`src/rtl/mem_ctrl_pkg.sv`:
```
// mem_ctrl_pkg: shared channel state type, default widths and index helper for data_mem_controller
package mem_ctrl_pkg;
  typedef enum logic [1:0] {IDLE, READ_WAIT, WRITE_WAIT, RELEASE} channel_state_t;
  localparam int DEF_ADDR_BITS = 8;
  localparam int DEF_DATA_BITS = 8;
  localparam int DEF_NUM_CONSUMERS = 8;
  localparam int DEF_NUM_CHANNELS = 2;
  function automatic int wrap_add(int a, int b, int n);
    return (a + b) % n;
  endfunction
endpackage

```
`src/rtl/mem_ctrl_channel.sv`:
```
// mem_ctrl_channel: one memory channel FSM with registered memory-side requests
// Write path and WRITE_WAIT exist only when MEMCTRL_WRITE_EN is defined.
module mem_ctrl_channel
  import mem_ctrl_pkg::*;
#(
  parameter int ADDR_BITS = DEF_ADDR_BITS,
  parameter int DATA_BITS = DEF_DATA_BITS,
  parameter int IDX_BITS  = 3
) (
  input  logic                 clk,
  input  logic                 reset,
  input  logic                 grant,
  input  logic                 grant_write,
  input  logic [IDX_BITS-1:0]  grant_idx,
  input  logic [ADDR_BITS-1:0] grant_address,
  input  logic [DATA_BITS-1:0] grant_data,
  input  logic                 owner_valid,
  output logic                 busy,
  output logic [IDX_BITS-1:0]  owner,
  output logic                 read_done,
  output logic                 write_done,
  output logic                 mem_read_valid,
  output logic [ADDR_BITS-1:0] mem_read_address,
  input  logic                 mem_read_ready,
  output logic                 mem_write_valid,
  output logic [ADDR_BITS-1:0] mem_write_address,
  output logic [DATA_BITS-1:0] mem_write_data,
  input  logic                 mem_write_ready
);
  channel_state_t state, state_next;
  logic take, is_write;
  assign busy = state != IDLE;
  assign take = state == IDLE && grant;
`ifdef MEMCTRL_WRITE_EN
  assign is_write = grant_write;
`else
  assign is_write = 1'b0;
`endif
  always_ff @(posedge clk or negedge reset)
    if (!reset) state <= IDLE;
    else state <= state_next;
  always_comb begin
    state_next = state;
    read_done = 1'b0;
    write_done = 1'b0;
    case (state)
      IDLE: state_next = grant ? (is_write ? WRITE_WAIT : READ_WAIT) : IDLE;
      READ_WAIT: begin
        read_done = mem_read_ready;
        state_next = mem_read_ready ? RELEASE : READ_WAIT;
      end
`ifdef MEMCTRL_WRITE_EN
      WRITE_WAIT: begin
        write_done = mem_write_ready;
        state_next = mem_write_ready ? RELEASE : WRITE_WAIT;
      end
`endif
      RELEASE: state_next = owner_valid ? RELEASE : IDLE;
      default: state_next = IDLE;
    endcase
  end
  // Valid follows the next state so it rises on grant and falls on the ready edge.
  always_ff @(posedge clk or negedge reset)
    if (!reset) begin
      owner <= '0;
      mem_read_valid <= 1'b0;
      mem_read_address <= '0;
    end else begin
      owner <= take ? grant_idx : owner;
      mem_read_valid <= state_next == READ_WAIT;
      mem_read_address <= take && !is_write ? grant_address : mem_read_address;
    end
`ifdef MEMCTRL_WRITE_EN
  always_ff @(posedge clk or negedge reset)
    if (!reset) begin
      mem_write_valid <= 1'b0;
      mem_write_address <= '0;
      mem_write_data <= '0;
    end else begin
      mem_write_valid <= state_next == WRITE_WAIT;
      mem_write_address <= take && is_write ? grant_address : mem_write_address;
      mem_write_data <= take && is_write ? grant_data : mem_write_data;
    end
`else
  logic unused_write;
  assign unused_write = ^{grant_write, grant_data, mem_write_ready};
  assign mem_write_valid = 1'b0;
  assign mem_write_address = '0;
  assign mem_write_data = '0;
`endif
endmodule

```
`src/rtl/data_mem_controller.sv`:
```
// data_mem_controller: round-robin arbitration of per-thread memory requests onto NUM_CHANNELS channels
// Define MEMCTRL_WRITE_EN for the data-memory build; leave undefined for the read-only program-memory build.
module data_mem_controller
  import mem_ctrl_pkg::*;
#(
  parameter int ADDR_BITS     = DEF_ADDR_BITS,
  parameter int DATA_BITS     = DEF_DATA_BITS,
  parameter int NUM_CONSUMERS = DEF_NUM_CONSUMERS,
  parameter int NUM_CHANNELS  = DEF_NUM_CHANNELS
) (
  input  logic                                    clk,
  input  logic                                    reset,
  input  logic [NUM_CONSUMERS-1:0]                consumer_read_valid,
  input  logic [NUM_CONSUMERS-1:0][ADDR_BITS-1:0] consumer_read_address,
  output logic [NUM_CONSUMERS-1:0]                consumer_read_ready,
  output logic [NUM_CONSUMERS-1:0][DATA_BITS-1:0] consumer_read_data,
  input  logic [NUM_CONSUMERS-1:0]                consumer_write_valid,
  input  logic [NUM_CONSUMERS-1:0][ADDR_BITS-1:0] consumer_write_address,
  input  logic [NUM_CONSUMERS-1:0][DATA_BITS-1:0] consumer_write_data,
  output logic [NUM_CONSUMERS-1:0]                consumer_write_ready,
  output logic [NUM_CHANNELS-1:0]                 mem_read_valid,
  output logic [NUM_CHANNELS-1:0][ADDR_BITS-1:0]  mem_read_address,
  input  logic [NUM_CHANNELS-1:0]                 mem_read_ready,
  input  logic [NUM_CHANNELS-1:0][DATA_BITS-1:0]  mem_read_data,
  output logic [NUM_CHANNELS-1:0]                 mem_write_valid,
  output logic [NUM_CHANNELS-1:0][ADDR_BITS-1:0]  mem_write_address,
  output logic [NUM_CHANNELS-1:0][DATA_BITS-1:0]  mem_write_data,
  input  logic [NUM_CHANNELS-1:0]                 mem_write_ready
);
  localparam int IW = NUM_CONSUMERS > 1 ? $clog2(NUM_CONSUMERS) : 1;
  logic [IW-1:0] rr, last_idx;
  logic any_grant;
  logic [NUM_CONSUMERS-1:0] write_req, pending, taken;
  logic [NUM_CONSUMERS-1:0][IW-1:0] cand;
  logic [NUM_CHANNELS-1:0] busy, grant, grant_write, owner_valid, read_done, write_done;
  logic [NUM_CHANNELS-1:0][IW-1:0] owner, grant_idx;
  logic [NUM_CHANNELS-1:0][ADDR_BITS-1:0] grant_address;
  logic [NUM_CHANNELS-1:0][DATA_BITS-1:0] grant_data;
`ifdef MEMCTRL_WRITE_EN
  assign write_req = consumer_write_valid;
`else
  assign write_req = '0;
  logic unused_write;
  assign unused_write = ^{consumer_write_valid, write_done};
`endif
  assign pending = consumer_read_valid | write_req;
  for (genvar k = 0; k < NUM_CONSUMERS; k++) begin : g_cand
    assign cand[k] = IW'(wrap_add(int'(rr), k, NUM_CONSUMERS));
  end
  // Consumers held by any non-idle channel (including RELEASE) are off limits.
  always_comb begin
    taken = '0;
    for (int c = 0; c < NUM_CHANNELS; c++)
      if (busy[c]) taken[owner[c]] = 1'b1;
    grant = '0;
    grant_idx = '0;
    any_grant = 1'b0;
    last_idx = rr;
    for (int c = 0; c < NUM_CHANNELS; c++)
      for (int k = 0; k < NUM_CONSUMERS; k++)
        if (!busy[c] && !grant[c] && pending[cand[k]] && !taken[cand[k]]) begin
          grant[c] = 1'b1;
          grant_idx[c] = cand[k];
          taken[cand[k]] = 1'b1;
          any_grant = 1'b1;
          last_idx = cand[k];
        end
  end
  always_ff @(posedge clk or negedge reset)
    if (!reset) rr <= '0;
    else rr <= any_grant ? IW'(wrap_add(int'(last_idx), 1, NUM_CONSUMERS)) : rr;
  for (genvar i = 0; i < NUM_CHANNELS; i++) begin : g_ch
    assign grant_write[i] = ~consumer_read_valid[grant_idx[i]];
    assign grant_address[i] = grant_write[i] ? consumer_write_address[grant_idx[i]] : consumer_read_address[grant_idx[i]];
    assign grant_data[i] = consumer_write_data[grant_idx[i]];
    assign owner_valid[i] = consumer_read_valid[owner[i]] | write_req[owner[i]];
    mem_ctrl_channel #(.ADDR_BITS(ADDR_BITS), .DATA_BITS(DATA_BITS), .IDX_BITS(IW)) u_channel (
      .clk(clk),
      .reset(reset),
      .grant(grant[i]),
      .grant_write(grant_write[i]),
      .grant_idx(grant_idx[i]),
      .grant_address(grant_address[i]),
      .grant_data(grant_data[i]),
      .owner_valid(owner_valid[i]),
      .busy(busy[i]),
      .owner(owner[i]),
      .read_done(read_done[i]),
      .write_done(write_done[i]),
      .mem_read_valid(mem_read_valid[i]),
      .mem_read_address(mem_read_address[i]),
      .mem_read_ready(mem_read_ready[i]),
      .mem_write_valid(mem_write_valid[i]),
      .mem_write_address(mem_write_address[i]),
      .mem_write_data(mem_write_data[i]),
      .mem_write_ready(mem_write_ready[i])
    );
  end
  always_ff @(posedge clk or negedge reset)
    if (!reset) begin
      consumer_read_ready <= '0;
      consumer_read_data <= '0;
    end else begin
      consumer_read_ready <= '0;
      for (int c = 0; c < NUM_CHANNELS; c++)
        if (read_done[c]) begin
          consumer_read_ready[owner[c]] <= 1'b1;
          consumer_read_data[owner[c]] <= mem_read_data[c];
        end
    end
`ifdef MEMCTRL_WRITE_EN
  always_ff @(posedge clk or negedge reset)
    if (!reset) consumer_write_ready <= '0;
    else begin
      consumer_write_ready <= '0;
      for (int c = 0; c < NUM_CHANNELS; c++)
        if (write_done[c]) consumer_write_ready[owner[c]] <= 1'b1;
    end
`else
  assign consumer_write_ready = '0;
`endif
endmodule
```
`config.mk`:
```
export PLATFORM = sky130hd
export DESIGN_NAME = data_mem_controller
export DESIGN_NICKNAME = d
export VERILOG_FILES = /design/src/rtl/mem_ctrl_pkg.sv /design/src/rtl/mem_ctrl_channel.sv /design/src/rtl/data_mem_controller.sv
export SDC_FILE = /design/constraint.sdc
export NUM_CORES = 1
export LEC_CHECK = 0
export ABC_AREA = 1
export BUFFER_PORTS_ARGS = -buffer_cell sky130_fd_sc_hd__buf_4
export CORE_MARGIN = 2
export CORE_UTILIZATION = 40
export CTS_CLUSTER_SIZE = 40
export DETAILED_ROUTE_END_ITERATION = 7
export PLACE_DENSITY_LB_ADDON = 0.08
export SYNTH_ARGS = -nofsm -noshare
export SYNTH_HDL_FRONTEND = slang
export SYNTH_HIERARCHICAL = 1
export SYNTH_SLANG_ARGS = --single-unit
```
`constraint.sdc`:
```
create_clock -name clk -period 12.3 [get_ports clk]
set_clock_uncertainty 0.15 [all_clocks]
set_input_delay 1.845 -clock clk [delete_from_list [all_inputs] [get_ports clk]]
set_output_delay 1.845 -clock clk [all_outputs]
set_load 0.01 [all_outputs]
```
Word-level counts from Yosys, hierarchy flattened
Memories as Yosys holds them, arrays and structs flattened.
Cells that the tools add are included.

word-level totals
  bits in read-only memories = 16
  memories = 2
  flip-flop bits (word level) = 103
  output and inout port bits = 132
  input port bits = 230

cells by class
  order comparisons = 22
  eq/ne operators = 6
  $add $sub $neg = 8
  muxes and demuxes = 180
  reductions and logical operators = 94
  bitwise gates (word level) = 19

memories
  name              depth  bits a word  read ports  clocked after Yosys merged registers in  write ports  line                       source
  (name not given)  8      1            1           0                                        0            data_mem_controller.sv:76  assign owner_valid[i] = consumer_read_valid[owner[i]] | write_req[owner[i]];
  (name not given)  8      1            1           0                                        0            data_mem_controller.sv:76

operators by type and width
  operator                                                                             count
  8-bit two-way mux                                                                    27
  8-bit bitwise OR                                                                     17
  64-bit bitwise mux                                                                   2
  64-bit two-way mux                                                                   2
  8-bit binary-select mux with 3-bit select                                            4
  3-bit two-way mux                                                                    31
  1-bit binary-select mux with 3-bit select                                            28
  1-bit two-way mux                                                                    68
  1-bit logical AND                                                                    58
  8-bit demux with 3-bit select                                                        2
  3-bit by 4-bit < comparator with 1-bit output, second input constant                 12
  1-bit zero test                                                                      32
  1-bit demux with 3-bit select                                                        10
  3-bit by 1-bit greater-or-equal comparator with 1-bit output, second input constant  10
  3-bit adder, second input constant                                                   4
  2-bit one-hot mux with 3 select lines                                                2
  2-bit by 1-bit == test with 1-bit output, second input constant                      4
  2-bit two-way mux                                                                    4
  3-bit by 1-bit adder with 3-bit output, second input constant                        2
  3-bit by 2-bit adder with 3-bit output, second input constant                        2
  2-bit == test, second input constant                                                 2
  2-bit zero test                                                                      2
  2-bit nonzero test                                                                   2
  1-bit bitwise OR                                                                     2

Longest topological paths before layout
Gate-level depths: netlist of the first run.

  depth after elaboration = 90
  mapped depth = 91
  gate-level depth less buffers = 82

Hierarchy
The synthesis of the first run kept the hierarchy.

modules (own cells, without submodules)
  module               cells each  instances  area each (um^2)  seq. area each (um^2)
  data_mem_controller  2,064       1          11,597.4          1,876.8
  mem_ctrl_channel     80          2          706.9             350.3

Worst setup path after synthesis of the first run
Ideal clock, no wire load.

  path kind = flip-flop to flip-flop
  start point = register rr[0]
  end point = register rr[2]
  setup slack = 3,297 ps
  data arrival time = 8,724 ps
  setup time = 129 ps
  cell stages (with the launch flop) = 79
  path buffers = 13
  clock period less this slack = 9,003 ps
  cell sequence = dfrtp_1 -> buf_6 -> inv_2 -> buf_6 -> buf_2 -> buf_2 -> buf_2 -> buf_2 -> clkbuf_1 -> ha_1 -> inv_2 -> buf_2 -> o21ai_1 -> nand2_1 -> nand2_1 -> nor2_1 -> nand2_1 -> nor2_2 -> [43 not listed] -> nand2_2 -> nand2_4 -> nand2_4 -> nand3b_2 -> a21oi_4 -> nand2_4 -> nand3_4 -> nor2_8 -> nor2_8 -> nand3_1 -> nand2_2 -> inv_2 -> buf_2 -> a31oi_1 -> inv_1 -> ha_1 -> xnor2_1 -> o21ai_0

between the ends
  longest elaborated chain between the ends = 82

ends and longest elaborated chain
  item                                                                                                                                                        line                       source
  from (decl)                                                                                                                                                 data_mem_controller.sv:31  logic [IW-1:0] rr, last_idx;
  from (signal assigned)                                                                                                                                      data_mem_controller.sv:71  else rr <= any_grant ? IW'(wrap_add(int'(last_idx), 1, NUM_CONSUMERS)) : rr;
  3-bit by 4-bit < comparator with 1-bit output (not written as such) / 3-bit by 1-bit greater-or-equal comparator with 1-bit output (equally long branches)  data_mem_controller.sv:64  taken[cand[k]] = 1'b1;
  1-bit logical AND (not written as such)                                                                                                                     data_mem_controller.sv:64
  1-bit two-way mux (not written as such)                                                                                                                     data_mem_controller.sv:64
  1-bit demux with 3-bit select                                                                                                                               data_mem_controller.sv:64
  8-bit bitwise OR (no source line)                                                                                                                           n/a
  8-bit two-way mux                                                                                                                                           data_mem_controller.sv:61  if (!busy[c] && !grant[c] && pending[cand[k]] && !taken[cand[k]]) begin
  1-bit binary-select mux with 3-bit select                                                                                                                   data_mem_controller.sv:61
  1-bit two-way mux (not written as such)                                                                                                                     data_mem_controller.sv:61
  [66 not listed]                                                                                                                                             n/a
  1-bit logical AND                                                                                                                                           data_mem_controller.sv:61
  8-bit two-way mux / 1-bit two-way mux (equally long branches)                                                                                               data_mem_controller.sv:61
  1-bit binary-select mux with 3-bit select / 1-bit zero test (equally long branches)                                                                         data_mem_controller.sv:61
  1-bit two-way mux (not written as such) / 1-bit logical AND (equally long branches)                                                                         data_mem_controller.sv:61
  1-bit zero test / 1-bit logical AND (equally long branches)                                                                                                 data_mem_controller.sv:61
  1-bit logical AND                                                                                                                                           data_mem_controller.sv:61
  3-bit two-way mux                                                                                                                                           data_mem_controller.sv:61
  3-bit by 1-bit adder with 3-bit output                                                                                                                      mem_ctrl_pkg.sv:9          return (a + b) % n;

Several ways; a longest one is shown, not always the timed one. The select of a mux whose other input is x is not followed.
A chain may end at the register's enable or synchronous reset.

==> results of run 1 <==
through the flow:
step / worst slack [ns] / std cells / hold WS, ns
2_1_floorplan: 3.35 / 2034 / 0.287
3_3_place_gp: 1.49 / 2554 / 0.310
3_5_place_dp: 1.54 / 2554 / 0.310
4_1_cts: 1.88 / 2569 / 0.327
5_1_grt: 0.906 / 2569 / 0.347
6_report: 1.59 / 2569 / 0.325
cell usage in the layout, fill, tap and decap left out, drive strengths merged, types with 36 or more instances in the layout:
master  instances
nand2         552
nand3         292
buf           291
inv           279
o21ai         199
nor2          151
dfrtp         103
a21oi          64
conb           42
o211ai         42
nand4          41
a31oi          36
flip-flops by register name, summed over array words and instances, names as in the netlist:
register / count
consumer_read_data: 64
consumer_read_ready: 8
g_ch.u_channel/mem_read_address: 16
g_ch.u_channel/mem_read_valid: 2
g_ch.u_channel/owner: 6
g_ch.u_channel/state: 4
rr: 3
worst paths after layout:
kind | slack, ns | start | cells past startpoint | to
setup / recovery | 1.59 | consumer_read_valid[1] | 74 | g_ch[1].u_channel/mem_read_address[5]
hold / removal | 0.32 | g_ch[1].u_channel/mem_read_address[0] | 2 | g_ch[1].u_channel/mem_read_address[0]
setup reg to reg | 1.73 | rr[0] | 75 | g_ch[1].u_channel/mem_read_address[5]
hold reg to reg | 0.32 | g_ch[1].u_channel/mem_read_address[0] | 2 | g_ch[1].u_channel/mem_read_address[0]
max in group asynchronous | 9.42 | reset | 2 | rr[0]
min in group asynchronous | 1.34 | reset | 1 | consumer_read_data[9]
worst max-delay path, delay by kind of cell:
| family | cells | cell delay (ns) |
|---|---|---|
| and+or+nand+nor | 64 | 7.56 |
| AOI/OAI and AO/OA | 3 | 0.45 |
| buffers and inverters | 7 | 0.90 |
routing by layer:
layer / vias to the layer above / wire [microns]
met3: 87 / 4510
met1: 6281 / 19900
met4: 0 / 1160
li1: 6781 / -
met2: 741 / 20700
met5: - / 0
layout make-up:
cell class                 count  area share
clock buffer                  11      0.0172
clock inverter                 4     0.00213
inverter                     281      0.0751
multi-input combinational   1489       0.531
sequential                   103       0.183
tap                          390      0.0346
timing repair buffer         291       0.157
==> impl_metrics.json, run 1 <==
{
  "n_antenna_cell": 0,
  "initial_core_util": 0.405,
  "clock_path_buffers": 2,
  "critical-path-slowest-cell": "sky130_fd_sc_hd__nor2_2",
  "antenna_left": 0,
  "grt_setup_unrepaired": "false",
  "synth_area_sq_um": 11900,
  "synth.avg_cell_area_sq_um": 5.98,
  "clkSlewWorstSetupHoldPaths_ns": 0.07,
  "setup_buffers_after_cts": 0,
  "worstHoldPathType": "register to register",
  "ios": 362,
  "rows": 63,
  "filler_cells": 3215,
  "avgViaCountPerCell": 5.41,
  "global_route.usage.met1": 0.400,
  "finalSetupViolations": 0,
  "holdBufCountCts": 0,
  "final_layout_size_suffix_gt1_frac": 0.203,
  "timing_worst_slew_pin_value_ns": 1.11,
  "finalWorstPathRequiredPeriod_ns": 10.71,
  "antenna_violations_before_repair": 0,
  "port-buffer-count": 213,
  "dp_hpwl_microns": 35300,
  "seqCellArea_sq_um": 2580,
  "chipHeight_microns": 177,
  "drt-initial-drc-count": 1447,
  "multi_input_comb_area_sq_um": 7500,
  "timing.critical_path.required_ns": 12.40,
  "finalHoldViolations": 0,
  "overflow_left_after_global_routing": 0,
  "drt-wirelength-per-cell_microns": 18.0,
  "fin_setup_tns_ns": 0,
  "core_region_area_sq_um": 29500,
  "cells_after_synth": 1995,
  "layout_worst_path_cycle_share": 0.870,
  "ctsRootBufferMaster": "sky130_fd_sc_hd__clkbuf_16",
  "outcome": "finished clean",
  "first_global_vias": 12800,
  "crit_path_max_incr_delay_ns": 0.36,
  "synthesis_warning_total": 6,
  "gr-usage-all-layers": 0.292,
  "htree_num_levels": 3,
  "floorplan.die_area_sq_um": 31200,
  "maximum_number_of_pins_on_one_net_before_global_route_repair": 74,
  "detailroute.via_count": 13900,
  "fmax_mhz": 93.4,
  "maxCapViolCount": 0,
  "die-width_microns": 177,
  "top_usage_layer": "met2",
  "placed_area_sq_um": 13800,
  "met3_usage": 0.0567,
  "worst-setup-path-type": "input pin to register",
  "critPathMaxFanout": 32,
  "tritoncts": "built",
  "postLayoutCellArea_sq_um": 14100,
  "grt.met2_usage": 0.467,
  "drt-pass1-iter-count": 6,
  "clock-sinks": 103,
  "cts.repair.resized": 0,
  "grt_first_pass_wirelength_microns": 71400,
  "cp_data_arrival_time_ns": 10.81,
  "final_nets": 2412,
  "critical_path.endpoint_type": "register",
  "timing.slew.headroom": 0.259,
  "cp-start-kind": "input pin",
  "synthToLayoutAreaGrowth_pct": 18.4,
  "clock_insertion_delay_worst_skew_ns": 0.35,
  "utilization": 0.479,
  "slew_violations": 0,
  "detail_route.wirelength_microns": 46300,
  "cts_made_buffers": 9,
  "timing.critical_path.mode_cell": "sky130_fd_sc_hd__nand2_1",
  "globalplace.congestion": 0.980,
  "route.detailed.drc": 0
}
Power of run 1 is left out: the tool's default activity adds up to more than one toggle a clock period on the data nets, which glitch-free logic cannot reach.
==> run 2: changes to the inputs <==
ABC_AREA = not set   (was 1)
clock period = 11 ns   (was 12.3 ns; I/O delays follow)
==> run 2 against run 1 <==
Flip-flop and latch count did not move. Worst setup slack got worse by 0.36 ns. Cell count decreased by 28%. First-iteration DRC count is 10% lower. Synthesized cell count shrank 30%. Sequential share of layout area is 1.9 points higher. Routed wire length fell by 2.4%. Hold slack gained 0.046 ns. Critical path type unchanged.
==> impl_metrics.json, run 2 <==
{
  "holdBufCountCts": 0,
  "critPathMaxFanout": 25,
  "critical_path.top_delay_family": "compound AO/OA/AOI/OAI gates",
  "synth_area_sq_um": 10900,
  "timing.critical_path.required_ns": 11.10,
  "final_layout_size_suffix_gt1_frac": 0.240,
  "overflow_left_after_global_routing": 0,
  "layout_worst_path_cycle_share": 0.888,
  "dp_cells": 1844,
  "detailroute.via_count": 11700,
  "worstHoldPathType": "register to register",
  "layout_top_registers": "consumer_read_data (64), g_ch.u_channel/mem_read_address (16), consumer_read_ready (8)",
  "most_common_library_cell_in_the_layout_ignoring_fill_and_taps": "sky130_fd_sc_hd__buf_4",
  "critical-path-slowest-cell": "sky130_fd_sc_hd__o31ai_1",
  "cp-start-kind": "input pin",
  "avgViaCountPerCell": 6.28,
  "gr-usage-all-layers": 0.311,
  "timing.slew.headroom": 0.189,
  "cp_data_arrival_time_ns": 9.87,
  "n_antenna_cell": 0,
  "fmax_mhz": 102,
  "antenna_violations_before_repair": 0,
  "clock_path_buffers": 2,
  "cts_made_buffers": 9,
  "worst_r2r_startpoint": "g_ch[1].u_channel/state[1]",
  "first_global_vias": 11500,
  "maximum_number_of_pins_on_one_net_before_global_route_repair": 58,
  "crit_path_cell_trace": "buf_4 -> mux2i_1 -> mux2i_1 -> nand3b_1 -> o22a_1 -> o21ai_2 -> o31ai_1 -> o22ai_1 -> o21a_1 -> o211a_1 -> nor2_2 -> o21ai_0 -> o311ai_1 -> o311ai_0 -> a211oi_2 -> nand3b_1 -> o22ai_2 -> o21ai_1 -> buf_4 -> inv_2 -> o211ai_1 -> a21boi_0 -> o32ai_1 -> mux2_2",
  "finalSetupViolations": 0,
  "filler_cells": 2697,
  "final_nets": 1751,
  "grt_setup_unrepaired": "false",
  "chipHeight_microns": 169,
  "largest_reg_flops": 64,
  "startpoint": "consumer_read_valid[5]",
  "grt_first_pass_wirelength_microns": 69000,
  "drt-pass1-iter-count": 6,
  "critical_path.endpoint_type": "register",
  "initial_core_util": 0.407,
  "clock-sinks": 103,
  "critical_path_cell_count": 24,
  "cp_num_buf_inv": 3,
  "route.detailed.drc": 0,
  "ctsRootBufferMaster": "sky130_fd_sc_hd__clkbuf_16",
  "timing_worst_slew_pin_value_ns": 1.20,
  "synthToLayoutAreaGrowth_pct": 16.9,
  "worst_r2r_path_depth": 24,
  "fin_setup_tns_ns": 0,
  "most-common-layout-cells": "247 x sky130_fd_sc_hd__buf_4, 189 x sky130_fd_sc_hd__nand2_1, 112 x sky130_fd_sc_hd__mux2i_1",
  "outcome": "finished clean",
  "crit_end": "g_ch[1].u_channel/mem_read_address[4]",
  "core_region_area_sq_um": 26900,
  "utilization": 0.476,
  "maxCapViolCount": 0,
  "antenna_left": 0,
  "dp_hpwl_microns": 33600,
  "tritoncts": "built",
  "synth.avg_cell_area_sq_um": 7.88,
  "detail_route.wirelength_microns": 45200,
  "max_flop_register": "consumer_read_data",
  "setup.reg_to_reg.worst_slack_ns": 1.29,
  "finalHoldViolations": 0,
  "rows": 60,
  "clock_insertion_delay_worst_skew_ns": 0.36,
  "worst-setup-path-type": "input pin to register",
  "crit_path_max_incr_delay_ns": 0.78,
  "synthesis_warning_total": 6,
  "ios": 362,
  "drt-initial-drc-count": 1300,
  "cells_after_synth": 1388,
  "slew_violations": 0,
  "setup_buffers_after_cts": 0,
  "post_place_setup_slack_ns": 1.14,
  "drt-wirelength-per-cell_microns": 24.3,
  "worst_setup_slack_after_layout_ns": 1.23,
  "rr_endpoint": "g_ch[1].u_channel/mem_read_address[4]",
  "clkSlewWorstSetupHoldPaths_ns": 0.08,
  "finalWorstPathRequiredPeriod_ns": 9.77,
  "die-width_microns": 169,
  "globalplace.congestion": 0.987,
  "htree_num_levels": 3,
  "port-buffer-count": 213,
  "floorplan.die_area_sq_um": 28700,
  "final-instance-count-excl-fill": 1860,
  "cts.repair.resized": 0
}
[run 2: cell types whose count changed in the layout (fill, tap and decap cells not counted), sizes merged, moves of 31 or more]
cell / change
mux2i: +104
nand2: -363
nor2: -56
and3: +31
inv: -236
buf: -44
nand3: -270
o21ai: -122
[run 2: area by class of cell]
cell class                      instances  area, sq um  share of cell area
Multi-Input combinational cell       1114         7480               0.584
Clock buffer                            9          225              0.0176
Inverter                               39          149              0.0116
Timing Repair Buffer                  247         1850               0.145
Clock inverter                          7         83.8             0.00655
Sequential cell                       103         2580               0.202
Tap cell                              341          427              0.0333
[run 2: per-stage QoR]
| step | area, sq um | hold WS, ns |
|---|---|---|
| global placement | 12500 | 0.342 |
| finish | 12800 | 0.371 |
| global route | 12800 | 0.386 |
| CTS | 12800 | 0.375 |
| detailed placement | 12500 | 0.349 |
| floorplan | 11100 | 0.325 |
[run 2: worst min-delay path by stage]
stage                                                      from                               endpoint  slack, ns  depth (start not counted)
final                     g_ch[1].u_channel/mem_read_address[3]  g_ch[1].u_channel/mem_read_address[3]       0.37                          1
after global routing      g_ch[1].u_channel/mem_read_address[5]  g_ch[1].u_channel/mem_read_address[5]       0.39                          1
after CTS                 g_ch[1].u_channel/mem_read_address[5]  g_ch[1].u_channel/mem_read_address[5]       0.37                          1
after detailed placement  g_ch[1].u_channel/mem_read_address[1]  g_ch[1].u_channel/mem_read_address[1]       0.35                          1
after global placement    g_ch[1].u_channel/mem_read_address[1]  g_ch[1].u_channel/mem_read_address[1]       0.34                          1
after floorplan                      g_ch[1].u_channel/owner[0]             g_ch[1].u_channel/owner[0]       0.33                          1
[run 2: layer usage]
layer  track usage  share of wire  up-vias
li1              -              -     5356
met1         0.411           0.42     5625
met2         0.503           0.47      599
met3        0.0585          0.079      108
met4         0.122          0.036        0
met5             0              0        -
Power of run 2 is left out for the same reason.
